<file path="src/rtl/ticket_change_dispenser_pkg.sv">
// Shared definitions for the ticket counter change dispenser: coin encodings,
// FSM states and the coin-value lookup.
package ticket_change_dispenser_pkg;

    // Coin codes follow the ticket counter's hopper encoding.
    typedef enum logic [2:0] {
        COIN_NONE = 3'b000,
        COIN_1    = 3'b001,
        COIN_2    = 3'b010,
        COIN_5    = 3'b101
    } coin_e;

    typedef enum logic [2:0] {
        ST_IDLE,
        ST_SELECT,
        ST_WAIT_ACK,
        ST_DONE,
        ST_FAULT
    } state_e;

    localparam logic [2:0] VAL_1 = 3'd1;
    localparam logic [2:0] VAL_2 = 3'd2;
    localparam logic [2:0] VAL_5 = 3'd5;

    function automatic logic [2:0] coin_value(input coin_e code);
        case (code)
            COIN_1:  coin_value = VAL_1;
            COIN_2:  coin_value = VAL_2;
            COIN_5:  coin_value = VAL_5;
            default: coin_value = 3'd0;
        endcase
    endfunction

endpackage

</file>
<file path="src/rtl/ticket_change_dispenser_select.sv">
// Combinational largest-first coin pick, limited by what the hopper holds.
module ticket_change_dispenser_select
    import ticket_change_dispenser_pkg::*;
#(
    parameter int AMT_W = 4,
    parameter int CNT_W = 6
) (
    input  logic [AMT_W-1:0] remain,
    input  logic [CNT_W-1:0] cnt1,
    input  logic [CNT_W-1:0] cnt2,
    input  logic [CNT_W-1:0] cnt5,
    output coin_e            code,
    output logic [AMT_W-1:0] value,
    output logic             none
);

    // A coin is only offered when its value fits in remain, so remain never underflows.
    always_comb begin
        code = COIN_NONE;
        if (remain >= AMT_W'(5) && cnt5 != '0) begin
            code = COIN_5;
        end else if (remain >= AMT_W'(2) && cnt2 != '0) begin
            code = COIN_2;
        end else if (remain != '0 && cnt1 != '0) begin
            code = COIN_1;
        end
    end

    assign value = AMT_W'(coin_value(code));
    assign none  = (code == COIN_NONE);

endmodule

</file>
<file path="src/rtl/ticket_change_dispenser.sv">
// Change dispenser: accepts a change amount, pays it out one coin at a time
// through the hopper handshake, and reports completion, shortfall or timeout.
module ticket_change_dispenser
    import ticket_change_dispenser_pkg::*;
#(
    parameter int AMT_W       = 4,
    parameter int CNT_W       = 6,
    parameter int ACK_TIMEOUT = 15
) (
    input  logic             clk,
    input  logic             rst,
    input  logic             req_valid,
    input  logic [AMT_W-1:0] req_amt,
    output logic             req_ready,
    input  logic             inv_load,
    input  logic [CNT_W-1:0] inv_c1,
    input  logic [CNT_W-1:0] inv_c2,
    input  logic [CNT_W-1:0] inv_c5,
    output logic [CNT_W-1:0] cnt1,
    output logic [CNT_W-1:0] cnt2,
    output logic [CNT_W-1:0] cnt5,
    output logic             coin_valid,
    output logic [2:0]       coin_code,
    input  logic             coin_ack,
    output logic             done,
    output logic             short,
    output logic [AMT_W-1:0] remain_out,
    output logic             fault,
    input  logic             fault_clr
);

    localparam int TMR_W = (ACK_TIMEOUT > 1) ? $clog2(ACK_TIMEOUT) : 1;
    localparam logic [TMR_W-1:0] TMR_LAST = TMR_W'(ACK_TIMEOUT - 1);

    state_e           state, state_nxt;
    coin_e            coin_q, coin_nxt;
    logic [AMT_W-1:0] coin_val_q, coin_val_nxt;
    logic [AMT_W-1:0] remain, remain_nxt, remain_out_nxt;
    logic [CNT_W-1:0] cnt1_nxt, cnt2_nxt, cnt5_nxt;
    logic [TMR_W-1:0] timer, timer_nxt;

    coin_e            pick_code;
    logic [AMT_W-1:0] pick_value;
    logic             pick_none;

    ticket_change_dispenser_select #(
        .AMT_W (AMT_W),
        .CNT_W (CNT_W)
    ) u_select (
        .remain (remain),
        .cnt1   (cnt1),
        .cnt2   (cnt2),
        .cnt5   (cnt5),
        .code   (pick_code),
        .value  (pick_value),
        .none   (pick_none)
    );

    // NOTE: every register is reset and updated with non-blocking assignments only.
    always_ff @(posedge clk or negedge rst) begin
        if (!rst) begin
            state      <= ST_IDLE;
            coin_q     <= COIN_NONE;
            coin_val_q <= '0;
            remain     <= '0;
            remain_out <= '0;
            cnt1       <= '0;
            cnt2       <= '0;
            cnt5       <= '0;
            timer      <= '0;
        end else begin
            state      <= state_nxt;
            coin_q     <= coin_nxt;
            coin_val_q <= coin_val_nxt;
            remain     <= remain_nxt;
            remain_out <= remain_out_nxt;
            cnt1       <= cnt1_nxt;
            cnt2       <= cnt2_nxt;
            cnt5       <= cnt5_nxt;
            timer      <= timer_nxt;
        end
    end

    // NOTE: every variable gets a hold value first, so no path can infer a latch.
    always_comb begin
        state_nxt      = state;
        coin_nxt       = coin_q;
        coin_val_nxt   = coin_val_q;
        remain_nxt     = remain;
        remain_out_nxt = remain_out;
        cnt1_nxt       = cnt1;
        cnt2_nxt       = cnt2;
        cnt5_nxt       = cnt5;
        timer_nxt      = timer;

        case (state)
            ST_IDLE: begin
                if (inv_load) begin
                    cnt1_nxt = inv_c1;
                    cnt2_nxt = inv_c2;
                    cnt5_nxt = inv_c5;
                end else if (req_valid) begin
                    remain_nxt = req_amt;
                    state_nxt  = (req_amt == '0) ? ST_DONE : ST_SELECT;
                end
            end

            ST_SELECT: begin
                if (!pick_none) begin
                    coin_nxt     = pick_code;
                    coin_val_nxt = pick_value;
                    timer_nxt    = '0;
                    state_nxt    = ST_WAIT_ACK;
                end else begin
                    state_nxt = ST_DONE;
                end
            end

            ST_WAIT_ACK: begin
                // An ack arriving on the last timeout cycle still counts.
                if (coin_ack) begin
                    remain_nxt = remain - coin_val_q;
                    case (coin_q)
                        COIN_1:  cnt1_nxt = cnt1 - CNT_W'(1);
                        COIN_2:  cnt2_nxt = cnt2 - CNT_W'(1);
                        COIN_5:  cnt5_nxt = cnt5 - CNT_W'(1);
                        default: ;
                    endcase
                    coin_nxt  = COIN_NONE;
                    state_nxt = (remain_nxt == '0) ? ST_DONE : ST_SELECT;
                end else if (timer == TMR_LAST) begin
                    coin_nxt  = COIN_NONE;
                    state_nxt = ST_FAULT;
                end else begin
                    timer_nxt = timer + TMR_W'(1);
                end
            end

            ST_DONE: state_nxt = ST_IDLE;

            ST_FAULT: begin
                if (fault_clr) state_nxt = ST_IDLE;
            end

            default: state_nxt = ST_IDLE;
        endcase

        // remain_out shows the final remain during DONE and holds it afterwards.
        if (state_nxt == ST_DONE) remain_out_nxt = remain_nxt;
    end

    // req_ready is held low while reset is asserted, like every other output.
    assign req_ready  = rst && (state == ST_IDLE) && !inv_load;
    assign coin_valid = (coin_q != COIN_NONE);
    assign coin_code  = coin_q;
    assign done       = (state == ST_DONE);
    assign short      = done && (remain != '0);
    assign fault      = (state == ST_FAULT);

endmodule

</file>
<file path="config.mk">
export PLATFORM = sky130hd
export DESIGN_NAME = ticket_change_dispenser
export DESIGN_NICKNAME = d
export VERILOG_FILES = /design/src/rtl/ticket_change_dispenser_pkg.sv /design/src/rtl/ticket_change_dispenser_select.sv /design/src/rtl/ticket_change_dispenser.sv
export SDC_FILE = /design/constraint.sdc
export NUM_CORES = 1
export LEC_CHECK = 0
export ABC_AREA = 1
export CAP_MARGIN = 30
export CORE_MARGIN = 2
export CORE_UTILIZATION = 26
export CTS_BUF_LIST = sky130_fd_sc_hd__clkbuf_8
export CTS_CLUSTER_DIAMETER = 40
export DETAILED_ROUTE_END_ITERATION = 10
export MAX_ROUTING_LAYER = met4
export PLACE_DENSITY_LB_ADDON = 0.05
export SETUP_SLACK_MARGIN = 0.5
export SYNTH_ARGS = -nofsm -noshare
export SYNTH_HDL_FRONTEND = slang
export SYNTH_SLANG_ARGS = --single-unit
export TNS_END_PERCENT = 100
</file>
<file path="constraint.sdc">
create_clock -name clk -period 1.8 [get_ports clk]
set_clock_uncertainty 0.1 [all_clocks]
set_input_delay 0.27 -clock clk [delete_from_list [all_inputs] [get_ports clk]]
set_output_delay 0.27 -clock clk [all_outputs]
set_load 0.01 [all_outputs]
</file>
==> summary.md, run 1 <==
| Metric | Value |
|---|---|
| Slowest cell delay on critical path | 0.53 ns |
| Final period util | 105% |
| Cell taking the most area after synthesis | dfrtp_1 |
| Num Clock Sinks | 39 |
| Clk slew on worst S/H paths | 0.08 ns |
| Rows | 35 |
| Post-synth ARST share | 100% |
| Worst setup margin | -0.0887 ns |
| Drt drc | 0 |
| Post-synthesis sequential area ratio | 40.4% |
| Max FO, Critical Path | 6 |
| Fill count | 923 |
| Rel. slew slack | 63.6% |
| Antenna Cells | 0 |
| Crit path kind | flop to flop |
| Synth warn | 0 |
| Gr usage total | 15.9% |
| DP Wirelength | 5240 um |
| Commonest non-fill, non-tap cell in the layout | nand2_1 |
| Combinational family with the most area after synthesis | simple AND/OR/NAND/NOR gates |
| Synthesized Nets | 366 |
| Number of DRC markers in iteration 0 | 51 |
| Antenna violations before repair | 0 |
| Die width | 100 um |
| HP Class | primary input to asynchronous set/reset pin |
| Critical Path Source Type | flop |
| Prevailing post-synth register cell | dfrtp_1 |
| Final hold vios | 0 |
| Share of layout cells above drive strength 1 | 46.7% |
| Post-DRT Antenna Nets | 0 |
| Post-synth EDFFs | 0 |
| Area Overhead vs Synth | 79.5% |
| WL final | 7650 um |
| CTS Buf Count | 5 |
| Vias in the first global route | 2,508 |
| Max Root-Sink Buffers | 2 |
| Most frequent cells in the layout | 72 x nand2_1, 54 x buf_6, 36 x dfrtp_1 |
| First-pass GRT wire length | 12,200 um |
| Layout Cells excl Fill | 571 |
| Pin count of the biggest net entering global routing | 40 |
| Placer Congestion | 0.845 |
| Crit-path cells | ha_4 -> fa_2 -> nand4_1 -> nor2_1 -> nand2_1 -> nand2_4 -> nand2_4 -> nand2_1 -> nand2_1 |
| Detailed Routing Iterations Pass 1 | 4 |
| Cell variety after synth | 31 |
| Fin. max-slew vios | 0 |
| Vias per cell | 4.52 |
| Synth Area in XOR/XNOR | 1.81% |
| Skew-Pair Late Insertion Delay | 0.29 ns |
| DIE AREA | 10,100 um^2 |
| Compound-Gate Fraction of Synth Area | 10.7% |
| Setup tns final | -0.344 ns |
| PwrDens | 1750 nW/um^2 |
| Share of the synthesized area in the top cell type | 40.4% |
| Post-synthesis adder-cell area fraction | 4.98% |
| Setup crit end kind | flop |
| Worst path most repeated cell | nand2_1 |
| Status | finished, violations left |
| Crit path DAT | 1.97 ns |
| Fmax | 0.529 GHz |
| Core ar. | 9110 um^2 |
| WL per Instance | 13.4 um |
| RSZ-0062 raised after global routing | true |
| Placed Cells | 512 |
| Mux cell area share after synthesis | 0% |
| Slew at the pin closest to its max-slew limit | 0.546 ns |
| CP startpoint | coin_val_q[0] |
| I/O Pins | 58 |
| Initial Util | 26.5% |
| Reg2Reg Launch Point | coin_val_q[0] |
| CTS tree | yes |
| # Max-Cap Violations | 0 |
| Routed via count | 2,580 |
| Synth Area in Simple Gates | 33.9% |
| Synth Register Bits | 39 |
| IO buf count | 57 |
| Worst path required time | 1.88 ns |
| Clk root buf | clkbuf_8 |
| Lkg Pwr | 2.11 nW |
| Avg Inst Size Synth | 7.34 um^2 |
| Failing checks | setup timing |
| Peak VDD IR | 760 uV |
| Nets | 496 |
| Die Y | 100 um |
| Final setup viols | 4 |
| Synth top area cells | dfrtp_1 40%, nand2_1 15%, inv_1 6.2% |
| Final min period | 1.89 ns |
| Syn Inst Count | 329 |
| CP max stage cell | fa_2 |
| Synthesized area | 2410 um^2 |
| Grt total ovfl | 0 |
| Htree depth | 2 |
==> critical path: cells and delay by family (launching register included) <==
kind,cells,cell delay (ns)
fa+ha+maj,2,0.71
flops,1,0.43
simple gates,7,0.53
==> area by class of cell <==
class | count | area (um^2) | share of cell area (%)
clock buffer | 7 | 96.3 | 2.22
clock inverter | 1 | 3.75 | 0.0866
inverter | 45 | 221 | 5.11
multi-input combinational | 241 | 1680 | 38.7
sequential | 39 | 980 | 22.6
tap | 111 | 139 | 3.21
timing repair buffer | 125 | 1200 | 27.8
timing repair inverter | 2 | 12.5 | 0.289
==> layer usage <==
metal	vias up	wire length [um]	track usage, %
li1	1309	-	-
met1	1222	3550	20.5
met2	40	3770	25.7
met3	9	252	3.20
met4	0	78	3.79
met5	-	0	-
==> metrics by stage <==
step                      worst slack, ns  area, um^2  hold WS (ns)  power (mW)  utilization (%)
after floorplan                   0.00379        2560        -0.126        3.93                -
after global placement             -0.121        3370         0.363        5.31             37.0
after detailed placement           -0.111        3370         0.359        5.31             37.0
after CTS                         -0.0741        4050        0.0418        7.01             44.4
after global routing               -0.175        4330        0.0496        8.22             47.6
final                             -0.0887        4330       0.00268        7.58             47.6
==> Yosys cell counts, types with 2 or more instances <==
master / number
nor3_1: 4
ha_1: 8
nand3_1: 20
buf_4: 2
nand4_1: 4
nor2_4: 4
o22ai_1: 2
nor2_2: 2
inv_2: 3
o211ai_1: 2
xor2_1: 5
dfrtp_1: 39
or2_1: 2
nor2_1: 31
nand2_2: 4
nand2_1: 98
a21oi_1: 7
inv_4: 2
inv_1: 40
nand2_4: 5
o21ai_0: 22
o21ai_1: 14
==> power by group <==
part           switching, mW  internal [mW]
combinational           2.78           2.54
clock                  0.328          0.345
sequential             0.323           1.26
total                   3.43           4.15
==> state kept, by name, indices dropped and copies added (netlist names) <==
signal,flops
coin_code,3
coin_val_q,3
state,3
cnt1,6
remain,4
cnt2,6
cnt5,6
timer,4
remain_out,4
==> repair_timing <==
item	in CTS	in global routing
pin swaps	19	21
setup endpoints to repair	69	65
hold buffers	0	0
resized for setup	198	66
gates cloned	2	0
setup buffers	38	11
==> path summary, 6_finish.rpt <==
| kind | slack [ns] | endpoint | depth (start not counted) |
|---|---|---|---|
| max reg2reg | -0.09 | remain_out[1] | 9 |
| max in group asynchronous | 1.18 | remain[2] | 2 |
| min in group clk | 0.38 | remain_out[2] | 2 |
| max | -0.09 | remain_out[1] | 9 |
| min reg2reg | 0.38 | remain_out[2] | 2 |
| min | 0.003 | cnt5[2] | 2 |
==> cell families (layout without fill, tap and decap cells) <==
group,after synthesis,count (layout)
adders and majority gates,9,9
buffers and inverters,49,180
and+or+nand+nor,179,179
AOI/OAI and AO/OA,48,48
DFF,39,39
xor gates and xnor gates,5,5
Note: power is estimated with default switching activity, not from simulation.
==> inputs of run 2 (changes only) <==
--- a/config.mk
+++ b/config.mk
@@ -6,7 +6,6 @@
 export NUM_CORES = 1
 export LEC_CHECK = 0
 export ABC_AREA = 1
-export CAP_MARGIN = 30
 export CORE_MARGIN = 2
 export CORE_UTILIZATION = 26
 export CTS_BUF_LIST = sky130_fd_sc_hd__clkbuf_8
@@ -18,4 +17,4 @@
 export SYNTH_ARGS = -nofsm -noshare
 export SYNTH_HDL_FRONTEND = slang
 export SYNTH_SLANG_ARGS = --single-unit
-export TNS_END_PERCENT = 100
+export TNS_END_PERCENT = 1
==> summary.md, run 2 (synthesis gave the netlist of run 1 again) <==
| Metric | Value |
|---|---|
| Antenna Cells | 0 (unchanged) |
| WL final | 6820 um (-11%) |
| Vias in the first global route | 2,317 (-7.6%) |
| Global routing's busiest layer | met2 |
| Failing checks | setup timing |
| RSZ-0062 raised after global routing | true |
| First-pass GRT wire length | 11,500 um (-5.9%) |
| Grt met2 use | 24.2% (-1.4 points) |
| Critical Path Source Type | flop |
| Final min period | 1.87 ns (-0.0174 ns) |
| Fmax | 0.534 GHz (+0.93%) |
| Fin. max-slew vios | 0 (unchanged) |
| DP Wirelength | 5120 um (-2.3%) |
| CTS Buf Count | 5 (unchanged) |
| # Max-Cap Violations | 0 (unchanged) |
| Final period util | 104% (-0.96 points) |
| Fin area | 3620 um^2 (-17%) |
| Final setup viols | 4 (unchanged) |
| Post-Route Utilization | 39.7% (-7.9 points) |
| DIE AREA | 10,100 um^2 (unchanged) |
| Hold_buf cts | 0 (unchanged) |
| HP Class | primary input to asynchronous set/reset pin |
| Peak VDD IR | 504 uV (-34%) |
| Skew-Pair Late Insertion Delay | 0.30 ns (about the same) |
| Pin count of the biggest net entering global routing | 40 (unchanged) |
| Slew at the pin closest to its max-slew limit | 0.526 ns (-0.0193 ns) |
| Max Root-Sink Buffers | 2 (unchanged) |
| Rel. slew slack | 64.9% (+1.3 points) |
| WL per Instance | 12.9 um (-3.7%) |
| Clk root buf | clkbuf_8 |
| Rows | 35 (unchanged) |
| Setup crit end kind | flop |
| Status | finished, violations left |
| Placer Congestion | 0.787 (-6.8%) |
| Most frequent cells in the layout | 81 x nand2_1, 37 x dfrtp_1, 32 x inv_1 |
| CP top delay family | adder cells |
| Placed Area | 3290 um^2 (-2.3%) |
| Worst setup margin | -0.0713 ns (+0.0174 ns) |
| Lkg Pwr | 1.78 nW (-16%) |
| Crit-path cells | ha_4 -> fa_2 -> nand4_1 -> nor2_1 -> nand2_1 -> nand2_4 -> nand2_4 -> nand2_1 -> nand2_1 |
| Final hold vios | 0 (unchanged) |
| PwrDens | 1710 nW/um^2 (-2.3%) |
| Die Y | 100 um (unchanged) |
| Share of layout cells above drive strength 1 | 33.5% (-13 points) |
| Slowest cell delay on critical path | 0.53 ns (about the same) |
| I/O Pins | 58 (unchanged) |
| Commonest non-fill, non-tap cell in the layout | nand2_1 |
| Core ar. | 9110 um^2 (unchanged) |
| M1 GR Usage | 18.9% (-1.5 points) |
| Worst Path Buf+Inv | 0 (unchanged) |
| Final hold slack | 0.0155 ns (+0.0128 ns) |
| Clk slew on worst S/H paths | 0.08 ns (about the same) |
| Power Total | 6.18 mW (-18%) |
| Vias per cell | 4.51 (-0.14%) |
| Max FO, Critical Path | 6 (unchanged) |
| R2R Setup Slk | -0.07 ns (+0.02 ns) |
| Number of DRC markers in iteration 0 | 34 (-33%) |
| Post-DRT Antenna Nets | 0 (unchanged) |
| Routed via count | 2,387 (-7.5%) |
| Die width | 100 um (unchanged) |
| Gr usage total | 14.9% (-0.94 points) |
| Worst path required time | 1.89 ns (about the same) |
| Grt total ovfl | 0 (unchanged) |
| CP max stage cell | fa_2 |
| Crit path kind | flop to flop |
| Worst path most repeated cell | nand2_1 |
| Area Overhead vs Synth | 49.9% |
| Drt drc | 0 (unchanged) |
| Area occupied by registers | 978 um^2 (-0.13%) |
| Detailed Routing Iterations Pass 1 | 4 (unchanged) |
| Fill count | 952 (+3.1%) |
| Footprint of the multi-input gates | 1470 um^2 (-12%) |
| Crit path DAT | 1.97 ns (about the same) |
| Largest regs | cnt1 (6), cnt2 (6), cnt5 (6) |
| CTS tree | yes |
| IO buf count | 57 (unchanged) |
| Initial Util | 26.5% (unchanged) |
| Num Clock Sinks | 39 (unchanged) |
| Nets | 454 (-8.5%) |
| Htree depth | 2 (unchanged) |
| Met3 Use GR | 2.58% (-0.63 points) |
| Antenna violations before repair | 0 (unchanged) |
==> run 2: routing by layer <==
layer	wire length (um)	share of wire, %
met2	3410	50
met4	111	1.6
met5	0	0
met3	270	4.0
met1	3030	44
==> run 2: final timing paths <==
path / end / startpoint / cells after the start
min reg2reg: remain_out[1] / remain_out[1] / 2
max reg2reg: remain_out[2] / coin_val_q[0] / 9
min in group clk: remain_out[1] / remain_out[1] / 2
max in group asynchronous: coin_code[2] / rst / 2
max: remain_out[2] / coin_val_q[0] / 9
min: cnt1[1] / rst / 2
==> run 2: timing repair <==
| item | 4_1_cts | 5_1_grt |
|---|---|---|
| endpoints found under the setup margin | 68 | 56 |
| gates resized for setup | 157 | 45 |
| pin swaps | 25 | 27 |
| setup buffers | 2 | 0 |
==> run 2: cell type report <==
cell class	count	share of cell area [%]
timing repair buffer	85	19.8
clock inverter	2	0.969
clock buffer	6	2.28
inverter	45	5.43
tap	111	3.84
sequential	39	27.0
multi-input combinational	241	40.6
==> run 2: metrics by stage <==
step	setup WS [ns]	cells	setup TNS (ns)
3_5_place_dp	-0.0893	519	-0.460
4_1_cts	-0.0782	529	-0.299
3_3_place_gp	-0.0768	519	-0.371
6_report	-0.0713	529	-0.275
5_1_grt	-0.181	529	-0.772
2_1_floorplan	0.00350	329	0
==> run 2: worst register-to-register path, stage by stage, from the launching register on <==
cell	delay, ns
dfrtp_1	0.42
ha_4	0.18
fa_2	0.53
nand4_1	0.09
nor2_1	0.09
nand2_1	0.09
nand2_4	0.10
nand2_4	0.06
nand2_1	0.05
nand2_1	0.04
==> run 2: report_power, final <==
group / switching, mW / internal (mW) / total, mW / leakage (nW)
clock network: 0.322 / 0.449 / 0.771 / 0.0612
logic: 2.22 / 1.60 / 3.82 / 1.22
registers: 0.328 / 1.26 / 1.59 / 0.491
total: 2.87 / 3.31 / 6.18 / 1.78
==> inputs of run 3 (changes only) <==
--- a/config.mk
+++ b/config.mk
@@ -6,6 +6,7 @@
 export NUM_CORES = 1
 export LEC_CHECK = 0
 export ABC_AREA = 1
+export CAP_MARGIN = 15
 export CORE_MARGIN = 2
 export CORE_UTILIZATION = 26
 export CTS_BUF_LIST = sky130_fd_sc_hd__clkbuf_8
==> results of run 3 <==
The final DEF is identical to that of run 2; final timing and power are the same.
